`src/rtl/matrix_store_writer_if.sv`:
```
// rtl/matrix_store_writer_if.sv - executor-to-store matrix write handshake bundle
interface matrix_store_writer_if #(
    parameter int DATA_WIDTH = 32
);
    logic                  write_request;
    logic                  write_ready;
    logic [2:0]            write_matrix_id;
    logic [7:0]            write_rows;
    logic [7:0]            write_cols;
    logic [7:0]            write_name [0:7];
    logic [DATA_WIDTH-1:0] write_data;
    logic                  write_data_valid;
    logic                  writer_ready;
    logic                  write_done;

    modport master (
        output write_request, write_matrix_id, write_rows, write_cols, write_name,
               write_data, write_data_valid,
        input  write_ready, writer_ready, write_done
    );

    modport slave (
        input  write_request, write_matrix_id, write_rows, write_cols, write_name,
               write_data, write_data_valid,
        output write_ready, writer_ready, write_done
    );
endinterface

```
`src/rtl/matrix_store_writer.sv`:
```
// rtl/matrix_store_writer.sv - packs header + row-major data into a BRAM slot per write transaction
// Optional data-stall timeout enabled by defining MATRIX_WRITER_TIMEOUT_EN.
module matrix_store_writer #(
    parameter int BLOCK_SIZE     = 1152,
    parameter int DATA_WIDTH     = 32,
    parameter int ADDR_WIDTH     = 14,
    parameter int TIMEOUT_CYCLES = 65536
) (
    input  logic                  clk,
    input  logic                  rst_n,
    matrix_store_writer_if.slave  wr,
    output logic                  bram_wr_en,
    output logic [ADDR_WIDTH-1:0] bram_wr_addr,
    output logic [DATA_WIDTH-1:0] bram_wr_data,
    output logic                  error,
    output logic [7:0]            slot_valid
);
    localparam logic [2:0] S_IDLE = 3'd0;
    localparam logic [2:0] S_HDR0 = 3'd1;
    localparam logic [2:0] S_HDR1 = 3'd2;
    localparam logic [2:0] S_HDR2 = 3'd3;
    localparam logic [2:0] S_DATA = 3'd4;
    localparam logic [2:0] S_DONE = 3'd5;

    logic [2:0]            state;
    logic [2:0]            id_q;
    logic [7:0]            rows_q;
    logic [7:0]            cols_q;
    logic [63:0]           name_q;
    logic [15:0]           last_idx;
    logic [15:0]           elem_idx;
    logic [ADDR_WIDTH-1:0] wr_ptr;
    logic                  write_done_q;

    logic [15:0]           req_count;
    logic                  req_bad;
    logic [ADDR_WIDTH-1:0] req_base;

    assign req_count = 16'(wr.write_rows) * 16'(wr.write_cols);
    assign req_bad   = (wr.write_rows == 8'd0) || (wr.write_cols == 8'd0) ||
                       (req_count > 16'(BLOCK_SIZE - 3));
    assign req_base  = ADDR_WIDTH'(wr.write_matrix_id) * ADDR_WIDTH'(BLOCK_SIZE);

    assign wr.write_ready  = (state == S_IDLE);
    assign wr.writer_ready = (state == S_DATA);
    assign wr.write_done   = write_done_q;

`ifdef MATRIX_WRITER_TIMEOUT_EN
    localparam int TW = $clog2(TIMEOUT_CYCLES) + 1;
    logic [TW-1:0] idle_cnt;
`else
    logic unused_timeout;
    assign unused_timeout = (TIMEOUT_CYCLES == 0);
`endif

    always_ff @(posedge clk or negedge rst_n) begin
        if (!rst_n) begin
            state        <= S_IDLE;
            id_q         <= '0;
            rows_q       <= '0;
            cols_q       <= '0;
            name_q       <= '0;
            last_idx     <= '0;
            elem_idx     <= '0;
            wr_ptr       <= '0;
            write_done_q <= 1'b0;
            bram_wr_en   <= 1'b0;
            bram_wr_addr <= '0;
            bram_wr_data <= '0;
            error        <= 1'b0;
            slot_valid   <= '0;
`ifdef MATRIX_WRITER_TIMEOUT_EN
            idle_cnt     <= '0;
`endif
        end else begin
            bram_wr_en   <= 1'b0;
            write_done_q <= 1'b0;
            error        <= 1'b0;
            case (state)
                S_IDLE: begin
                    if (wr.write_request) begin
                        if (req_bad) begin
                            error <= 1'b1;
                        end else begin
                            id_q     <= wr.write_matrix_id;
                            rows_q   <= wr.write_rows;
                            cols_q   <= wr.write_cols;
                            name_q   <= {wr.write_name[0], wr.write_name[1], wr.write_name[2],
                                         wr.write_name[3], wr.write_name[4], wr.write_name[5],
                                         wr.write_name[6], wr.write_name[7]};
                            last_idx <= req_count - 16'd1;
                            elem_idx <= '0;
                            wr_ptr   <= req_base;
                            slot_valid[wr.write_matrix_id] <= 1'b0;
                            state    <= S_HDR0;
                        end
                    end
                end
                S_HDR0: begin
                    bram_wr_en   <= 1'b1;
                    bram_wr_addr <= wr_ptr;
                    bram_wr_data <= DATA_WIDTH'({16'h0, rows_q, cols_q});
                    wr_ptr       <= wr_ptr + 1'b1;
                    state        <= S_HDR1;
                end
                S_HDR1: begin
                    bram_wr_en   <= 1'b1;
                    bram_wr_addr <= wr_ptr;
                    bram_wr_data <= DATA_WIDTH'(name_q[63:32]);
                    wr_ptr       <= wr_ptr + 1'b1;
                    state        <= S_HDR2;
                end
                S_HDR2: begin
                    bram_wr_en   <= 1'b1;
                    bram_wr_addr <= wr_ptr;
                    bram_wr_data <= DATA_WIDTH'(name_q[31:0]);
                    wr_ptr       <= wr_ptr + 1'b1;
                    state        <= S_DATA;
`ifdef MATRIX_WRITER_TIMEOUT_EN
                    idle_cnt     <= '0;
`endif
                end
                S_DATA: begin
                    if (wr.write_data_valid) begin
                        bram_wr_en   <= 1'b1;
                        bram_wr_addr <= wr_ptr;
                        bram_wr_data <= wr.write_data;
                        wr_ptr       <= wr_ptr + 1'b1;
                        elem_idx     <= elem_idx + 16'd1;
`ifdef MATRIX_WRITER_TIMEOUT_EN
                        idle_cnt     <= '0;
`endif
                        // Completion is flagged with the last data write, not a cycle later.
                        if (elem_idx == last_idx) begin
                            write_done_q     <= 1'b1;
                            slot_valid[id_q] <= 1'b1;
                            state            <= S_DONE;
                        end
                    end
`ifdef MATRIX_WRITER_TIMEOUT_EN
                    else if (idle_cnt == TW'(TIMEOUT_CYCLES - 1)) begin
                        error <= 1'b1;
                        state <= S_IDLE;
                    end else begin
                        idle_cnt <= idle_cnt + 1'b1;
                    end
`endif
                end
                S_DONE:  state <= S_IDLE;
                default: state <= S_IDLE;
            endcase
        end
    end
endmodule

```
`src/flat_wrapper.sv`:
```
// flat-port wrapper written by rule: the top's interface ports become plain ports
module matrix_store_writer_flat 
#(
    parameter int BLOCK_SIZE     = 1152,
    parameter int DATA_WIDTH     = 32,
    parameter int ADDR_WIDTH     = 14,
    parameter int TIMEOUT_CYCLES = 65536
)
  (clk, rst_n, bram_wr_en, bram_wr_addr, bram_wr_data, error, slot_valid, wr_write_request, wr_write_matrix_id, wr_write_rows, wr_write_cols, wr_write_name, wr_write_data, wr_write_data_valid, wr_write_ready, wr_writer_ready, wr_write_done);
  matrix_store_writer_if #(.DATA_WIDTH(DATA_WIDTH)) wr_i ();
  input  logic clk;
  input  logic rst_n;
  output logic bram_wr_en;
  output logic [ADDR_WIDTH-1:0] bram_wr_addr;
  output logic [DATA_WIDTH-1:0] bram_wr_data;
  output logic error;
  output logic [7:0] slot_valid;
  input wire logic [$bits(wr_i.write_request)-1:0] wr_write_request;
  input wire logic [$bits(wr_i.write_matrix_id)-1:0] wr_write_matrix_id;
  input wire logic [$bits(wr_i.write_rows)-1:0] wr_write_rows;
  input wire logic [$bits(wr_i.write_cols)-1:0] wr_write_cols;
  input wire logic [$bits(wr_i.write_name)-1:0] wr_write_name;
  input wire logic [$bits(wr_i.write_data)-1:0] wr_write_data;
  input wire logic [$bits(wr_i.write_data_valid)-1:0] wr_write_data_valid;
  output wire logic [$bits(wr_i.write_ready)-1:0] wr_write_ready;
  output wire logic [$bits(wr_i.writer_ready)-1:0] wr_writer_ready;
  output wire logic [$bits(wr_i.write_done)-1:0] wr_write_done;
  assign wr_i.write_request = wr_write_request;
  assign wr_i.write_matrix_id = wr_write_matrix_id;
  assign wr_i.write_rows = wr_write_rows;
  assign wr_i.write_cols = wr_write_cols;
  assign wr_i.write_name = {>>{wr_write_name}};
  assign wr_i.write_data = wr_write_data;
  assign wr_i.write_data_valid = wr_write_data_valid;
  assign wr_write_ready = wr_i.write_ready;
  assign wr_writer_ready = wr_i.writer_ready;
  assign wr_write_done = wr_i.write_done;
  matrix_store_writer #(.BLOCK_SIZE(BLOCK_SIZE), .DATA_WIDTH(DATA_WIDTH), .ADDR_WIDTH(ADDR_WIDTH), .TIMEOUT_CYCLES(TIMEOUT_CYCLES)) u_core (.clk(clk), .rst_n(rst_n), .wr(wr_i), .bram_wr_en(bram_wr_en), .bram_wr_addr(bram_wr_addr), .bram_wr_data(bram_wr_data), .error(error), .slot_valid(slot_valid));
endmodule
```
`config.mk`:
```
export PLATFORM = sky130hd
export DESIGN_NAME = matrix_store_writer_flat
export DESIGN_NICKNAME = d
export VERILOG_FILES = /design/src/rtl/matrix_store_writer_if.sv /design/src/rtl/matrix_store_writer.sv /design/src/flat_wrapper.sv
export SDC_FILE = /design/constraint.sdc
export NUM_CORES = 1
export LEC_CHECK = 0
export ABC_CLOCK_PERIOD_IN_PS = 3550
export BUFFER_PORTS_ARGS = -buffer_cell sky130_fd_sc_hd__clkbuf_2
export CORE_ASPECT_RATIO = 1.2
export CORE_MARGIN = 2
export CORE_UTILIZATION = 55
export CTS_CLUSTER_SIZE = 14
export DETAILED_ROUTE_END_ITERATION = 8
export GPL_TIMING_DRIVEN = 1
export PLACE_DENSITY = 0.85
export SKIP_CTS_REPAIR_TIMING = 1
export SYNTH_ARGS = -nofsm -noshare
export SYNTH_HDL_FRONTEND = slang
export SYNTH_SLANG_ARGS = --single-unit
```
`constraint.sdc`:
```
create_clock -name clk -period 3.55 [get_ports clk]
set_input_delay 0.8875 -clock clk [delete_from_list [all_inputs] [get_ports clk]]
set_output_delay 0.8875 -clock clk [all_outputs]
set_load 0.01 [all_outputs]
```
==> run metrics, run 1 <==
run status finished, violations left; violations in the final reports setup timing; worst-case headroom to the max-slew limit 0.318; most frequent standard cell in the layout excluding fill and tap cells nand2_1; synthesized area divided by synthesized cell count just under 9 sq um; vias per inst 5.68; CTS H-tree depth 4; nature of the critical path endpoint flip-flop; vias in the first global route roughly 9.5k; PD cells around 820 mW/mm^2; TritonCTS sink count roughly 190; initial core utilization 0.560; number of core rows 56; Peak supply drop roughly 0.58 mV; post-route ant nets 0; height of the die 159 um; total placed cells including tap cells 1705; sequential element share of the synthesized area 0.432; number of vias after detailed routing ~10k; sort of element at the start of the critical path input port; crit path time final 5.62 ns; wire length per cell after detailed routing between 15 and 20 um; core area just under 0.02 sq mm; drt total wl ~30000 um; worst clock skew on the final layout about 0.01 ns; CTS tree done; HPWL reported at the end of detailed placement roughly 20000 um; number of top-level design ports 178; signal arrival time at the worst endpoint ~5.9 ns; DRC violation count after routing 0; clock insertion delay at the later pin of the skew report approximately 0.44 ns; Tot GR Track Use 0.265; Chip Width 133 um; ys async rst share 1.00; class of the most critical setup path in2reg; post-synthesis cell count 1227; warnings from Yosys 0; antenna violations before repair 0; filler cell count in the final layout roughly 1.4k; die area ~0.021 sq mm; total global routing overflow 0; Worst Hold Slack roughly 0.47 ns; Tcrit/Tclk final 1.58; fin worst setup slack -2.07 ns; first drt pass iteration count 5; initial DRC count roughly 900; critical path fanouts, max 8; area growth from synthesis to layout 27.2%; Final Slew Violations 0; number of cells in the finished layout apart from fillers 1752; leading cell types in the layout, fill and taps excluded 300 x nand2_1, 188 x dfrtp_1, 168 x clkbuf_2, 99 x buf_4, 98 x nor2_1; class of the tightest hold or removal check reg2reg; dominant register cell in the synthesized netlist dfrtp_1; number of storage elements in the synthesis netlist around 190; count of final hold-check violations 0; transition time at the pin with the least slew margin around 1 ns; Port-buffer cells 177; leakage power total 7.00 nW; number of unique standard cell types used by synthesis 59; # Max-Cap Violations 0; number of buffers created by CTS 17; RSZ-0062 raised after global routing true; number of enable-type register cells in the synthesized netlist 0; combined area of all synthesized cells 0.0110 sq mm; Net count, final approximately 1.7k; share of final-layout standard cells stronger than drive strength 1 0.273; worst reg2reg setup slack slightly below 1 ns; setup slack at placement -2.53 ns; Antenna Cells 0; Bufs on Longest Clock Path 2; highest clock rate 178 MHz; Util after Layout 0.712; buffer type at the clock tree root clkbuf_16; CP Data Required Time between 3 and 4 ns; GP Congestion 0.883; register clock-pin slew on the reported worst setup and hold paths approximately 0.070 ns; global-route wire length before repair ~45000 um; Setup Viol. Count Final between 100 and 150; maximum number of pins on one net before global-route repair 89; Post-Synthesis Net Count 1422
## state kept, by name, indices dropped and copies added, names as in the netlist, 8 cells and up
signal,cells
u_core.name_q,64
u_core.bram_wr_data,32
u_core.elem_idx,16
u_core.last_idx,16
u_core.bram_wr_addr,14
u_core.wr_ptr,14
u_core.cols_q,8
u_core.rows_q,8
u_core.slot_valid,8
## final cells by class
class                      count  area, sq um  share of cell area
inverter                      64          240              0.0172
multi-input combinational    915         6040               0.434
timing repair buffer         291         1940               0.139
tap                          261          327              0.0234
sequential                   189         4730               0.340
clock inverter                11          179              0.0128
clock buffer                  21          470              0.0338
## worst max-delay path, cell delays in order
cell       delay, ns
buf_4           0.14
and2_4          0.14
fa_1            0.51
inv_2           0.04
fa_1            0.53
fa_1            0.43
fa_1            0.51
inv_2           0.05
ha_4            0.21
a21o_1          0.20
a31o_1          0.24
or3_4           0.40
a2111oi_4       0.37
o221ai_2        0.18
or4_4           0.59
buf_4           0.20
o31ai_4         0.16
o31ai_1         0.12
## stage by stage
| step | cell area [sq um] | power [mW] | setup TNS (ns) |
|---|---|---|---|
| 6_report | 13900 | 11.4 | -271.12 |
| 5_1_grt | 13900 | 12.2 | -288.20 |
| 4_1_cts | 13500 | 10.9 | -275.85 |
| 3_5_place_dp | 12900 | 8.81 | -338.52 |
| 3_3_place_gp | 12900 | 8.57 | -329.01 |
| 2_1_floorplan | 11100 | 6.88 | -313.48 |
## cells in the mapped netlist, types with 10 or more instances
master | count | area share
ha_1 | 40 | 0.046
o21ai_0 | 36 | 0.016
dfrtp_1 | 189 | 0.43
inv_1 | 64 | 0.022
and3_1 | 10 | 0.0057
clkbuf_1 | 51 | 0.017
nor3_1 | 11 | 0.0050
mux2_2 | 14 | 0.014
mux2i_1 | 33 | 0.030
nand3_1 | 29 | 0.013
nor2_1 | 98 | 0.034
xnor2_1 | 27 | 0.022
a21oi_1 | 79 | 0.036
nand2_1 | 310 | 0.11
fa_1 | 36 | 0.066
and2_1 | 55 | 0.031
a21o_1 | 12 | 0.0082
a221oi_1 | 16 | 0.013
## cells by family after synthesis
| kind of cell | after synthesis | share of synthesized area |
|---|---|---|
| buffers and inverters | 125 | 0.0442 |
| AOI/OAI and AO/OA | 201 | 0.118 |
| and+or+nand+nor | 554 | 0.221 |
| adders and majority gates | 76 | 0.111 |
| xor gates and xnor gates | 35 | 0.0287 |
| DFF | 189 | 0.432 |
| muxes | 47 | 0.0446 |
## path summary, 6_finish.rpt
path,to,startpoint,depth (start not counted)
min in group asynchronous,u_core.slot_valid[3],rst_n,1
hold reg to reg,u_core.name_q[55],u_core.name_q[55],2
max in group asynchronous,u_core.name_q[31],rst_n,2
setup / recovery,u_core.slot_valid[1],wr_write_cols[3],18
hold / removal,u_core.name_q[55],u_core.name_q[55],2
setup reg to reg,u_core.slot_valid[1],u_core.state[2],6
## layer usage
metal | up-vias | part of all wire | global-route usage
li1 | 4616 | - | -
met1 | 4819 | 0.39 | 0.328
met2 | 435 | 0.52 | 0.470
met3 | 82 | 0.062 | 0.0408
met4 | 0 | 0.036 | 0.107
met5 | - | 0 | 0
## power by group
group          internal (mW)  switching, mW  leakage (nW)  total, mW
Sequential              2.94          0.542          2.41       3.48
Combinational           2.69           3.16          4.28       5.85
Clock                   1.25          0.840         0.311       2.09
Total                   6.88           4.54          7.00       11.4
No activity file was read; power rests on OpenSTA's default activity.
==> inputs of run 2 (changes only) <==
Settings changed: CORE_UTILIZATION 55 to 47, PLACE_DENSITY 0.85 to 0.75, REMOVE_ABC_BUFFERS set to 1.
==> run 2 against run 1 <==
Against the previous run: the run still ends with setup timing left; sequential cell count is the same; wire length increased by 1.2%; via count is 0.79% lower; setup slack worse by 0.052 ns; global-route usage is 4.3 points lower; hold slack lost 0.032 ns; fmax fell by 0.91%; critical path depth stayed put; die area increased by 17%; sequential share of layout area shrank 0.98 points; sequential power is essentially flat; largest cell class unchanged.
==> run metrics, run 2 (synthesized netlist as in run 1, its figures left out) <==
total power of the final layout ~12 mW; net switching power about 4.7 mW; worst reg2reg setup slack ~1 ns; most frequent standard cell in the layout excluding fill and tap cells nand2_1; GP Congestion around 0.9; global-route wire length before repair between 40000 and 50000 um; post-route ant nets 0; post-route standard cell area excluding fillers between 0.01 and 0.015 sq mm; Final Slew Violations 0; area growth from synthesis to layout 30.9%; drt total wl between 20000 and 30000 um; clock insertion delay at the later pin of the skew report approximately 0.44 ns; Net count, final ~1.7k; # Max-Cap Violations 0; first drt pass iteration count 5; number of vias after detailed routing around 10k; DRC violation count after routing 0; register clock-pin slew on the reported worst setup and hold paths 0.07 ns; largest registers u_core.name_q (64), u_core.bram_wr_data (32); Tot GR Track Use 0.223; run status finished, violations left; initial core utilization 0.475; height of the die 171 um; class of the most critical setup path in2reg; signal arrival time at the worst endpoint about 6 ns; worst clock skew on the final layout between 0.01 and 0.015 ns; worst-case headroom to the max-slew limit 0.334; class of the tightest hold or removal check in2async; Setup Viol. Count Final around 140; Bufs on Longest Clock Path 2; antenna violations before repair 0; Port-buffer cells around 180; leading cell types in the layout, fill and taps excluded 289 x nand2_1, 188 x dfrtp_1, 174 x clkbuf_2, 101 x buf_4, 98 x nor2_1; Internal ~7 mW; leakage power total between 7 and 8 nW; slowest cell on the critical path or4_4; largest incremental delay on the critical path 0.69 ns; Util after Layout 0.622; part of the total power dissipated in combinational logic 0.523; CTS H-tree depth 4; critical-path cell list buf_8 -> and2_4 -> fa_1 -> inv_2 -> fa_1 -> fa_1 -> fa_1 -> inv_2 -> ha_4 -> a21o_1 -> a31o_1 -> or3_4 -> a2111oi_4 -> o221ai_4 -> or4_4 -> buf_6 -> o211ai_1 -> o31ai_1; filler cell count in the final layout between 1.5k and 2k; maximum number of pins on one net before global-route repair 68; vias in the first global route 9039; relative contribution of sequential cells to total power 0.293; portion of total power attributed to the clock network 0.184; number of top-level design ports around 180; CTS tree done; Reg2Reg Launch Point u_core.state[2]; core area 0.0230 sq mm; TritonCTS sink count between 150 and 200; transition time at the pin with the least slew margin just under 1 ns; critical path fanouts, max 7; PD cells 828 mW/mm^2; Tcrit/Tclk final 1.60; met3 capacity usage during global routing 0.0334; Most Frequent Cell on Critical Path fa_1; total global routing overflow 0; count of final hold-check violations 0; nature of the critical path endpoint flip-flop; Post-Place Cell Area 0.0129 sq mm; wire length per cell after detailed routing 16.4 um; HPWL reported at the end of detailed placement 19900 um; number of cells traversed by the worst register-to-register path 6; die area roughly 0.025 sq mm; vias per inst 5.42; Antenna Cells 0; Chip Width ~140 um; GR Util met2 0.387; Switching Share 0.396; violations in the final reports setup timing; buffer type at the clock tree root clkbuf_16; global-route track usage on met1 0.287; register ranked first by flip-flop count u_core.name_q; sort of element at the start of the critical path input port; fin worst setup slack -2.13 ns; initial DRC count just over 600; number of buffers created by CTS 17; number of core rows 61; share of final-layout standard cells stronger than drive strength 1 0.291; max reg flops between 60 and 70; Peak supply drop just over 0.4 mV; CP Data Required Time ~3.9 ns; RSZ-0062 raised after global routing true; Crit Reg-Reg Endpoint u_core.elem_idx[12]; highest clock rate about 180 MHz; busiest grt layer met2; crit path time final roughly 5.7 ns
run 2: area by class of cell:
type	instances	area, sq um	share of cell area
Inverter	64	240	0.0168
Timing Repair Buffer	305	2150	0.150
Clock inverter	11	201	0.0140
Tap cell	315	394	0.0275
Multi-Input combinational cell	916	6140	0.429
Sequential cell	189	4730	0.330
Clock buffer	21	480	0.0335
run 2: worst max path at each step:
stage                startpoint                    to  slack [ns]
3_5_place_dp   wr_write_cols[4]    u_core.last_idx[0]       -2.70
5_1_grt        wr_write_cols[3]   u_core.elem_idx[12]       -2.26
2_1_floorplan  wr_write_cols[4]  u_core.slot_valid[2]       -8.89
3_3_place_gp   wr_write_rows[3]    u_core.last_idx[1]       -2.61
4_1_cts        wr_write_cols[4]      u_core.cols_q[2]       -2.24
6_report       wr_write_rows[5]   u_core.elem_idx[12]       -2.13
run 2: metal layers:
layer  vias up  part of all wire
met5         -                 0
met4         0             0.030
met2       347              0.51
li1       4646                 -
met3        73             0.050
met1      4807              0.41
run 2: critical path: cells and delay by family:
kind	cells	cell delay (ns)
buffers and inverters	4	0.39
AOI/OAI and AO/OA	6	1.22
and+or+nand+nor	3	1.25
adders and majority gates	5	2.26
run 2: per-stage QoR:
stage	setup TNS, ns	hold WS (ns)	std cells	setup slack, ns
floorplan	-969.61	0.438	1166	-8.89
global placement	-354.89	0.448	1760	-2.61
detailed placement	-366.58	0.455	1760	-2.70
CTS	-301.70	0.458	1792	-2.24
global route	-303.65	0.470	1821	-2.26
finish	-285.62	0.435	1821	-2.13
run 2: power groups by stage:
stage / clock network [mW] / registers, mW / logic, mW
2_1_floorplan: 0 / 3.54 / 3.20
5_1_grt: 2.30 / 3.57 / 6.85
3_5_place_dp: 0 / 3.48 / 5.23
3_3_place_gp: 0 / 3.45 / 5.08
4_1_cts: 2.21 / 3.44 / 5.26
6_report: 2.18 / 3.47 / 6.21
==> inputs of run 3 (changes only) <==
Settings changed: ABC_CLOCK_PERIOD_IN_PS 3550 to 5900, GPL_ROUTABILITY_DRIVEN set to 0.
Clock period 3.55 ns to 5.9 ns, I/O delays scaled along.
==> run 3 against run 2 <==
Against the previous run: the flow still finishes with violations (setup timing); via count grew 1.0%; die area is the same; first-iteration DRC count grew 4.4%; global-route usage shrank 0.22 points; sequential cell count is the same.
==> run metrics, run 3 (synthesized netlist as in run 1, its figures left out) <==
max reg flops between 60 and 70; total placed cells including tap cells approximately 1.7k; worst clock skew on the final layout between 0.009 and 0.01 ns; number of cells traversed by the worst register-to-register path 7; number of core rows slightly above 60; PD cells roughly 500 mW/mm^2; global-route wire length before repair between 40000 and 50000 um; Peak supply drop ~0.26 mV; buffer type at the clock tree root clkbuf_16; total power of the final layout 7.29 mW; CTS H-tree depth 4; number of cells in the finished layout apart from fillers roughly 1.8k; worst reg2reg setup slack about 2.2 ns; leakage power total 7.19 nW; Tcrit/Tclk final 1.05; area of the multi-input gates approximately 0.0064 sq mm; Chip Width 143 um; initial DRC count ~640; fin worst setup slack -0.316 ns; register ranked first by flip-flop count u_core.name_q; critical path fanouts, max 14; post-route standard cell area excluding fillers ~0.015 sq mm; Util after Layout 0.633; antenna violations before repair 0; Tot GR Track Use 0.221; vias in the first global route between 9k and 10k; Port-buffer cells about 180; worst-case headroom to the max-slew limit 0.149; # Max-Cap Violations 0; number of buffers created by CTS 17; CTS tree done; share of final-layout standard cells stronger than drive strength 1 0.317; first drt pass iteration count 5; Post-Place Cell Area roughly 0.013 sq mm; HPWL reported at the end of detailed placement 19700 um; capturing instance or port of the critical path u_core.last_idx[3]; Setup Viol. Count Final around 140; start point of the critical path wr_write_cols[3]; leading cell types in the layout, fill and taps excluded 256 x nand2_1, 188 x dfrtp_1, 172 x clkbuf_2, 95 x nor2_1, 81 x buf_4; violations in the final reports setup timing; core area ~0.023 sq mm; largest registers u_core.name_q (64), u_core.bram_wr_data (32); post-route setup TNS -32.04 ns; signal arrival time at the worst endpoint around 6.5 ns; transition time at the pin with the least slew margin between 1 and 1.5 ns; number of top-level design ports between 150 and 200; Net count, final 1683; TritonCTS sink count 189; area growth from synthesis to layout 33.1%; total global routing overflow 0; Reg2Reg Launch Point u_core.state[0]; wire length per cell after detailed routing about 17 um; count of final hold-check violations 0; register clock-pin slew on the reported worst setup and hold paths 0.07 ns; Final Slew Violations 0; vias per inst 5.50; DRC violation count after routing 0; class of the most critical setup path in2reg; height of the die ~170 um; post-route ant nets 0; drt total wl ~30000 um; filler cell count in the final layout between 1.5k and 2k; initial core utilization 0.475; run status finished, violations left; class of the tightest hold or removal check reg2reg; nature of the critical path endpoint flip-flop; RSZ-0062 raised after global routing true; worst hold start u_core.name_q[46]; die area roughly 0.025 sq mm; Bufs on Longest Clock Path 2; CP Data Required Time 6.22 ns; number of vias after detailed routing around 10k; sort of element at the start of the critical path input port; Antenna Cells 0; crit path time final between 6 and 7 ns; Crit Reg-Reg Endpoint u_core.bram_wr_addr[8]; clock insertion delay at the later pin of the skew report 0.44 ns; Reg area roughly 0.0047 sq mm; most frequent standard cell in the layout excluding fill and tap cells nand2_1; highest clock rate ~160 MHz; maximum number of pins on one net before global-route repair 109
==> run 3: power breakdown <==
part	switching (mW)	total (mW)	internal, mW	leakage [nW]
registers	0.337	2.11	1.77	2.41
clock network	0.493	1.21	0.717	0.289
logic	2.11	3.98	1.86	4.48
==> run 3: cell type report <==
type	count	area share
clock inverters	10	0.0113
multi-input cells	916	0.437
clock buffers	20	0.0306
well taps	315	0.0270
flip-flops and latches	189	0.324
inverters	64	0.0165
repair buffers	300	0.153
==> run 3: per-layer routing <==
metal,track usage,share of wire
met5,0,0
met4,0.0942,0.039
met3,0.0345,0.050
met2,0.378,0.51
met1,0.278,0.40
==> run 3: worst min path at each step <==
| stage | endpoint | cells past startpoint |
|---|---|---|
| 6_report | u_core.name_q[46] | 2 |
| 5_1_grt | u_core.name_q[51] | 2 |
| 4_1_cts | u_core.name_q[23] | 2 |
| 3_5_place_dp | u_core.name_q[20] | 2 |
| 3_3_place_gp | u_core.name_q[63] | 2 |
| 2_1_floorplan | u_core.name_q[32] | 2 |
==> run 3: critical path, stage by stage <==
cell       delay, ns
buf_8           0.10
and2_4          0.15
fa_1            0.53
inv_1           0.05
fa_1            0.52
fa_1            0.43
fa_1            0.51
inv_2           0.05
ha_4            0.21
a21o_1          0.23
a221oi_4        0.41
buf_6           0.17
xnor2_4         0.07
a2111oi_4       0.38
o221ai_4        0.17
or4_4           0.54
buf_12          0.20
clkbuf_16       0.18
nand2_1         0.07
o21ai_0         0.07
==> run 3: stage by stage <==
stage               hold slack, ns  worst slack (ns)
floorplan                    0.438             -7.13
global placement             0.448            -0.884
detailed placement           0.455            -0.965
CTS                          0.471            -0.564
global route                 0.489            -0.480
finish                       0.468            -0.316
